$ cat config.mk
export PLATFORM = sky130hd
export DESIGN_NAME = nibble_chain_adder
export DESIGN_NICKNAME = d
export VERILOG_FILES = /design/src/rtl/nibble_chain_adder.sv
export SDC_FILE = /design/constraint.sdc
export NUM_CORES = 1
export LEC_CHECK = 0
export ABC_AREA = 1
export CORE_MARGIN = 1
export CORE_UTILIZATION = 35
export CTS_BUF_LIST = sky130_fd_sc_hd__clkbuf_16
export DETAILED_ROUTE_END_ITERATION = 6
export HOLD_SLACK_MARGIN = 0.1
export PLACE_DENSITY = 0.61
export SKIP_LAST_GASP = 1
export SYNTH_ARGS = -nofsm -noshare
export SYNTH_HDL_FRONTEND = slang
export SYNTH_SLANG_ARGS = --single-unit
$ cat constraint.sdc
create_clock -name clk -period 4.4 [get_ports clk]
set_input_delay 0.66 -clock clk [delete_from_list [all_inputs] [get_ports clk]]
set_output_delay 0.66 -clock clk [all_outputs]
set_load 0.005 [all_outputs]
$ cat src/rtl/nibble_chain_adder.sv
// nibble_chain_adder
//   Sequential multi-nibble adder. Operand pairs arrive one nibble per transfer,
//   least-significant nibble first, over a valid/ready handshake. A single 4-bit
//   add-with-carry datapath is reused for every nibble, with the carry chained
//   through a register. The full sum and the carry-out of the top nibble are
//   presented on a valid/ready output and held until the consumer takes them.
//
// Parameters
//   NIBBLES    nibbles per transaction (1..8); result width is 4*NIBBLES
//
// Ports
//   clk        system clock, all state changes on the rising edge
//   rst        synchronous active-high reset
//   abort      discard the partial transaction while collecting
//   in_valid   operand nibble pair present
//   in_ready   block accepts a nibble pair this cycle
//   in_x       operand X nibble
//   in_y       operand Y nibble
//   out_valid  result available
//   out_ready  consumer takes the result this cycle
//   out_sum    registered sum (carry-out not folded in)
//   out_carry  registered carry-out of the most-significant nibble
module nibble_chain_adder #(
   parameter int unsigned NIBBLES = 4
) (
   input  logic                 clk,
   input  logic                 rst,
   input  logic                 abort,
   input  logic                 in_valid,
   output logic                 in_ready,
   input  logic [3:0]           in_x,
   input  logic [3:0]           in_y,
   output logic                 out_valid,
   input  logic                 out_ready,
   output logic [4*NIBBLES-1:0] out_sum,
   output logic                 out_carry
);

   localparam int unsigned W    = 4 * NIBBLES;
   localparam int unsigned CntW = (NIBBLES > 1) ? $clog2(NIBBLES) : 1;
   localparam logic [CntW-1:0] LastCnt = CntW'(NIBBLES - 1);

   typedef enum logic [0:0] {StCollect, StDone} state_e;

   state_e          state_q, state_d;
   logic [CntW-1:0] cnt_q, cnt_d;
   logic            carry_q, carry_d;
   logic [W-1:0]    partial_q, partial_d;
   logic [W-1:0]    sum_q, sum_d;
   logic            cout_q, cout_d;
   logic [4:0]      nib_sum;

   // Shared 4-bit add-with-carry datapath.
   assign nib_sum = {1'b0, in_x} + {1'b0, in_y} + {4'b0000, carry_q};

   always_ff @(posedge clk) begin
      if (rst) begin
         state_q   <= StCollect;
         cnt_q     <= '0;
         carry_q   <= 1'b0;
         partial_q <= '0;
         sum_q     <= '0;
         cout_q    <= 1'b0;
      end else begin
         state_q   <= state_d;
         cnt_q     <= cnt_d;
         carry_q   <= carry_d;
         partial_q <= partial_d;
         sum_q     <= sum_d;
         cout_q    <= cout_d;
      end
   end

   always_comb begin
      state_d   = state_q;
      cnt_d     = cnt_q;
      carry_d   = carry_q;
      partial_d = partial_q;
      sum_d     = sum_q;
      cout_d    = cout_q;
      // in_ready is gated by rst so the source sees no acceptance during reset.
      in_ready  = (state_q == StCollect) && !rst;
      out_valid = (state_q == StDone);

      unique case (state_q)
         StCollect: begin
            if (abort) begin
               cnt_d     = '0;
               carry_d   = 1'b0;
               partial_d = '0;
            end else if (in_valid && in_ready) begin
               partial_d[4*cnt_q +: 4] = nib_sum[3:0];
               carry_d                 = nib_sum[4];
               if (cnt_q == LastCnt) begin
                  sum_d   = partial_d;
                  cout_d  = nib_sum[4];
                  state_d = StDone;
               end else begin
                  cnt_d = cnt_q + 1'b1;
               end
            end
         end
         StDone: begin
            // Result held; in_valid and abort are ignored until taken.
            if (out_ready) begin
               state_d   = StCollect;
               cnt_d     = '0;
               carry_d   = 1'b0;
               partial_d = '0;
            end
         end
         default: state_d = StCollect;
      endcase
   end

   assign out_sum   = sum_q;
   assign out_carry = cout_q;

endmodule

== Yosys cells after proc, flatten, opt, wreduce, memory -nomap -nowiden ==
Cells that the tools add are included.

* Logic and storage cells: 43
* Input port bits: 13
* Bits in registers: 37
* Output and inout port bits: 19

* Bitwise operators: 2
* Shift operators: 2
* Multiplexer cells: 19
* Equality and inequality tests: 4
* Reductions and logical operators: 6
* Add/subtract/negate cells: 4

{| class="wikitable"
|+ Operators by type and width
! cell !! count
|-
| 2-to-1 mux 16 bit || 3
|-
| negation 4 -> 34 bit || 1
|-
| variable shift 4 x 34 -> 16 bit, first input constant || 1
|-
| variable part select 4 x 34 -> 16 bit || 1
|-
| one-hot mux 16 bit (2 select lines) || 1
|-
| bitwise mux 16 bit || 1
|-
| 2-to-1 mux 2 bit || 4
|-
| 2-to-1 mux 1 bit || 7
|-
| adder 4 x 4 -> 5 bit || 1
|-
| adder 5 x 1 -> 5 bit || 1
|-
| one-hot mux 1 bit (2 select lines) || 2
|-
| one-hot mux 2 bit (2 select lines) || 1
|-
| AND reduction 4 bit || 1
|-
| != test 3 x 2 -> 1 bit, second input constant || 1
|-
| != test 3 bit, second input constant || 1
|-
| AND reduction 3 bit || 1
|-
| adder 2 x 1 -> 2 bit, second input constant || 1
|-
| == test 2 bit, second input constant || 1
|-
| logical AND 1 bit || 2
|-
| != test 2 bit, second input constant || 1
|-
| NOT 1 bit || 2
|-
| AND reduction 2 bit || 1
|-
| logical NOT 1 bit || 1
|}

== Depth between registers and ports, before layout ==
* Word-level depth: 7
* Mapped depth: 9
* Gate-level depth less buffers: 9

== Least setup slack after synthesis ==
Ideal clock, no wire load.

* Kind: input-to-reg
* Start point: input port in_x[0]
* End point: register partial_q[5]
* Cell stages on the path: 8
* Path buffers: 0
* Arrival time: 2.163 ns
* Setup time: 0.070 ns
* Slack: 2.166 ns
* Required time: 4.330 ns
* Cell sequence: fa_1 > inv_1 > fa_1 > nor2_1 > nand2_1 > o21ai_0 > nand2_1 > a21oi_1

* Cells in the longest elaborated chain, start to end: 7

{| class="wikitable"
|+ Ends and longest elaborated chain
! element !! line !! RTL
|-
| from (decl) || 31 || <nowiki>input logic [3:0] in_x,</nowiki>
|-
| adder 4 x 4 -> 5 bit || 54 || <nowiki>assign nib_sum = {1'b0, in_x} + {1'b0, in_y} + {4'b0000, carry_q};</nowiki>
|-
| adder 5 x 1 -> 5 bit || 54 ||
|-
| variable part select 4 x 34 -> 16 bit || 92 || <nowiki>partial_d[4*cnt_q +: 4] = nib_sum[3:0];</nowiki>
|-
| bitwise mux 16 bit || 92 ||
|-
| 2-to-1 mux 16 bit || 91 || <nowiki>end else if (in_valid && in_ready) begin</nowiki>
|-
| 2-to-1 mux 16 bit || 87 || <nowiki>if (abort) begin</nowiki>
|-
| one-hot mux 16 bit (2 select lines) || 85 || <nowiki>unique case (state_q)</nowiki>
|-
| to (signal assigned) || 68 || <nowiki>partial_q <= partial_d;</nowiki>
|-
| to (decl) || 48 || <nowiki>logic [W-1:0] partial_q, partial_d;</nowiki>
|}

Every way passes these cells. The select of a mux whose other input is x is not followed.
A chain may end at the register's enable or synchronous reset.

== Worst setup path in the final report ==
* Start point: input port rst
* End point: output port in_ready

* Cells in the longest elaborated chain, start to end: 2

{| class="wikitable"
|+ Ends and longest elaborated chain
! element !! line !! RTL
|-
| from (decl) || 27 || <nowiki>input logic rst,</nowiki>
|-
| logical NOT 1 bit || 82 || <nowiki>in_ready = (state_q == StCollect) && !rst;</nowiki>
|-
| logical AND 1 bit || 82 ||
|-
| to (decl) || 30 || <nowiki>output logic in_ready,</nowiki>
|}

Every way passes these cells.

==> summary.txt <==
Finish
  • Syn-to-layout area delta: 27.0%
  • Final #Nets: between 200 and 300
  • Number of diodes: 0
  • Share of cells above drive strength 1: 5.80%
  • Fillers: 496

Clock network
  • Htree depth: 2
  • Clock transition at path regs: 0.05 ns
  • CTS tree: yes
  • Hold buffer count at CTS: 0
  • Num CTS Buffers: 5
  • Cts repair resizes: 0
  • Clk root buf: clkbuf_16
  • Worst skew pair latency: 0.27 ns
  • Post-CTS Setup Inserts: 0
  • CTS Buffer Depth: 2
  • Number of clock sinks: 35

GRT
  • Largest net degree at the start of global routing: 35
  • Initial antenna violation count: 0
  • Gr usage total: between 10% and 20%
  • Overflow after GRT: 0
  • Global-route wire length before repair: 6710 um
  • Number of global-route vias before repair: 1472

Worst setup path
  • Crit path largest cell delay: 0.45 ns
  • CP endpoint kind: output pin
  • Worst path top cell family by delay: buffers and inverters
  • Critical Path AT: 1.98 ns
  • Crit start category: primary input
  • Buf+Inv Stages, Crit Path: 3
  • CP required: 3.74 ns
  • Worst-path maximum fanout: 34
  • Setup CP Type: in -> out
  • Most used cell, CP: clkdlybuf4s50_1
  • Critical Path, Cell by Cell: clkdlybuf4s50_1 -> buf_4 -> nor2_4 -> clkdlybuf4s50_1
  • Slowest CP cell: clkdlybuf4s50_1

Yosys
  • Post-Syn Area per Cell: slightly above 7 um2
  • Synth Register Bits: 35
  • Post-synthesis cell type count: 22
  • Cells after Synth: 247
  • Sequential area share after synthesis: 40.0%
  • Post-Syn Area: about 1800 um2
  • Yosys warnings: 0
  • Syn Nets: 270

Timing
  • Max_slew headroom: 72.2%
  • Final period util: between 60 and 70%
  • Endpoints failing hold: 0
  • Slew @ Worst Pin: 0.416 ns
  • Clock period minus worst slack: about 2.6 ns
  • Endpoints failing setup: 0
  • Setup tns final: 0 ns
  • Setup Skew: 0.00287 ns
  • Hold WS: around 0.46 ns
  • Final worst slack: 1.76 ns
  • Fmax achieved: 379 MHz
  • RSZ-0062 raised after global routing: no
  • Fin. max-slew vios: 0

Detailed routing
  • Post-DR wirelength/cell: 11.4 um
  • DRC viols: 0
  • Final WL: 3920 um
  • Routed Antenna Nets: 0
  • Routed via count: 1609
  • 1st-pass router iterations: 4
  • Vias per Instance: roughly 4.7
  • Initial DRC Count: between 100 and 150

Floorplanning
  • Core area: 4750 um2
  • Initial Util: 36.8%
  • Die area: 5290 um2
  • Core Rows: 25
  • Die Wd: between 70 and 80 um
  • Die height: roughly 73 um
  • # IOs: 32

Outcome
  • Status: finished clean

Place
  • DPL Wire Length: 2720 um
  • Placement-stage worst setup slack: 1.59 ns
  • Port bufs: 31
  • GPL Wtd Cong: a little over 0.8

Hold path
  • Hold Path Class: reg -> reg

Pwr
  • Worst VDD drop: 141 uV
  • Power Density: 324 nW/um2
  • Static Leak: between 0.0008 and 0.0009 uW

Job
  • Max Cap Violations: 0
## cell type report
cell class                 instances  area (um2)  share of cell area [%]
tap                               67        83.8                    3.77
multi-input combinational        175         887                    39.9
sequential                        35         701                    31.5
inverter                          27         101                    4.56
clock buffer                       5         125                    5.62
timing repair buffer              32         318                    14.3
clock inverter                     2        8.76                   0.394
## power by group
part	switching (uW)	internal, uW	total [uW]
Sequential	2.63	319	322
Combinational	47.3	28.0	75.4
Clock	120	203	323
## cell usage after synthesis
cell / count / area (um2)
nand2_1: 69 / 259
dfxtp_1: 35 / 701
a21oi_1: 32 / 160
inv_1: 23 / 86.3
nor2_1: 23 / 86.3
nand3_1: 11 / 55.1
o21ai_0: 11 / 55.1
ha_1: 8 / 100
o21ai_1: 5 / 25.0
clkbuf_1: 4 / 15.0
inv_2: 4 / 15.0
o31ai_1: 4 / 30.0
nand4_1: 3 / 18.8
buf_2: 2 / 10.0
buf_4: 2 / 15.0
buf_6: 2 / 22.5
fa_1: 2 / 40.0
nand2_2: 2 / 12.5
nor2_4: 2 / 22.5
a211oi_1: 1 / 7.51
nor2_2: 1 / 6.26
xor2_1: 1 / 8.76
## placed cells by master (no fill, tap or decap)
master           count
a211oi_1             1
a21oi_1             32
buf_4                1
clkbuf_16            5
clkdlybuf4s50_1     31
clkinv_1             1
clkinv_2             1
dfxtp_1             35
fa_1                 2
ha_1                 8
inv_1               23
inv_2                4
nand2_1             69
nand2_2              2
nand3_1             11
nand4_1              3
nor2_1              23
nor2_2               1
nor2_4               2
o21ai_0             11
o21ai_1              5
o31ai_1              4
xor2_1               1
## state kept, by name (all words and copies together), names as in the netlist
signal and cells:
out_carry 1, out_sum 16, partial_q 14, cnt_q 2, out_valid 1, carry_q 1
## routing by layer
layer	up-vias	global-route usage [%]	wire length, um
met1	725	21.8	1940
met2	30	27.3	1790
met5	-	0	0
met3	7	3.31	136
li1	847	-	-
met4	0	5.88	60
## cell families (layout without fill, tap and decap cells)
logic type | after synthesis | in the layout | share of synthesized area [%]
AND/OR/NAND/NOR | 111 | 111 | 26.3
AO/OA/AOI/OAI | 53 | 53 | 15.9
buffers and inverters | 37 | 66 | 9.36
flip-flops | 35 | 35 | 40.0
adder cells (fa/ha/maj) | 10 | 10 | 8.00
XOR/XNOR | 1 | 1 | 0.500
## tightest hold or removal path: cells and delay by family (launching register included)
family / cells / cell delay (ns)
simple gates: 1 / 0.06
compound gates: 1 / 0.05
flops: 1 / 0.30
## worst paths after layout
path | from | slack, ns | end | cells after the start
setup / recovery | rst | 1.76 | in_ready | 4
hold / removal | out_sum[4]$_SDFFE_PP0P_ | 0.46 | out_sum[4]$_SDFFE_PP0P_ | 2
setup reg to reg | carry_q$_SDFFE_PP0P_ | 2.40 | partial_q[5]$_SDFFE_PP0P_ | 8
hold reg to reg | out_sum[4]$_SDFFE_PP0P_ | 0.46 | out_sum[4]$_SDFFE_PP0P_ | 2
## metrics by stage
step / util [%] / total power [uW] / instance area, um2 / instances
6_report: 46.8 / 720 / 2220 / 343
5_1_grt: 46.8 / 754 / 2220 / 343
2_1_floorplan: - / 378 / 1750 / 247
3_5_place_dp: 44.0 / 404 / 2090 / 336
3_3_place_gp: 44.0 / 404 / 2090 / 336
4_1_cts: 46.8 / 726 / 2220 / 343
(Power assumes the default switching activity.)
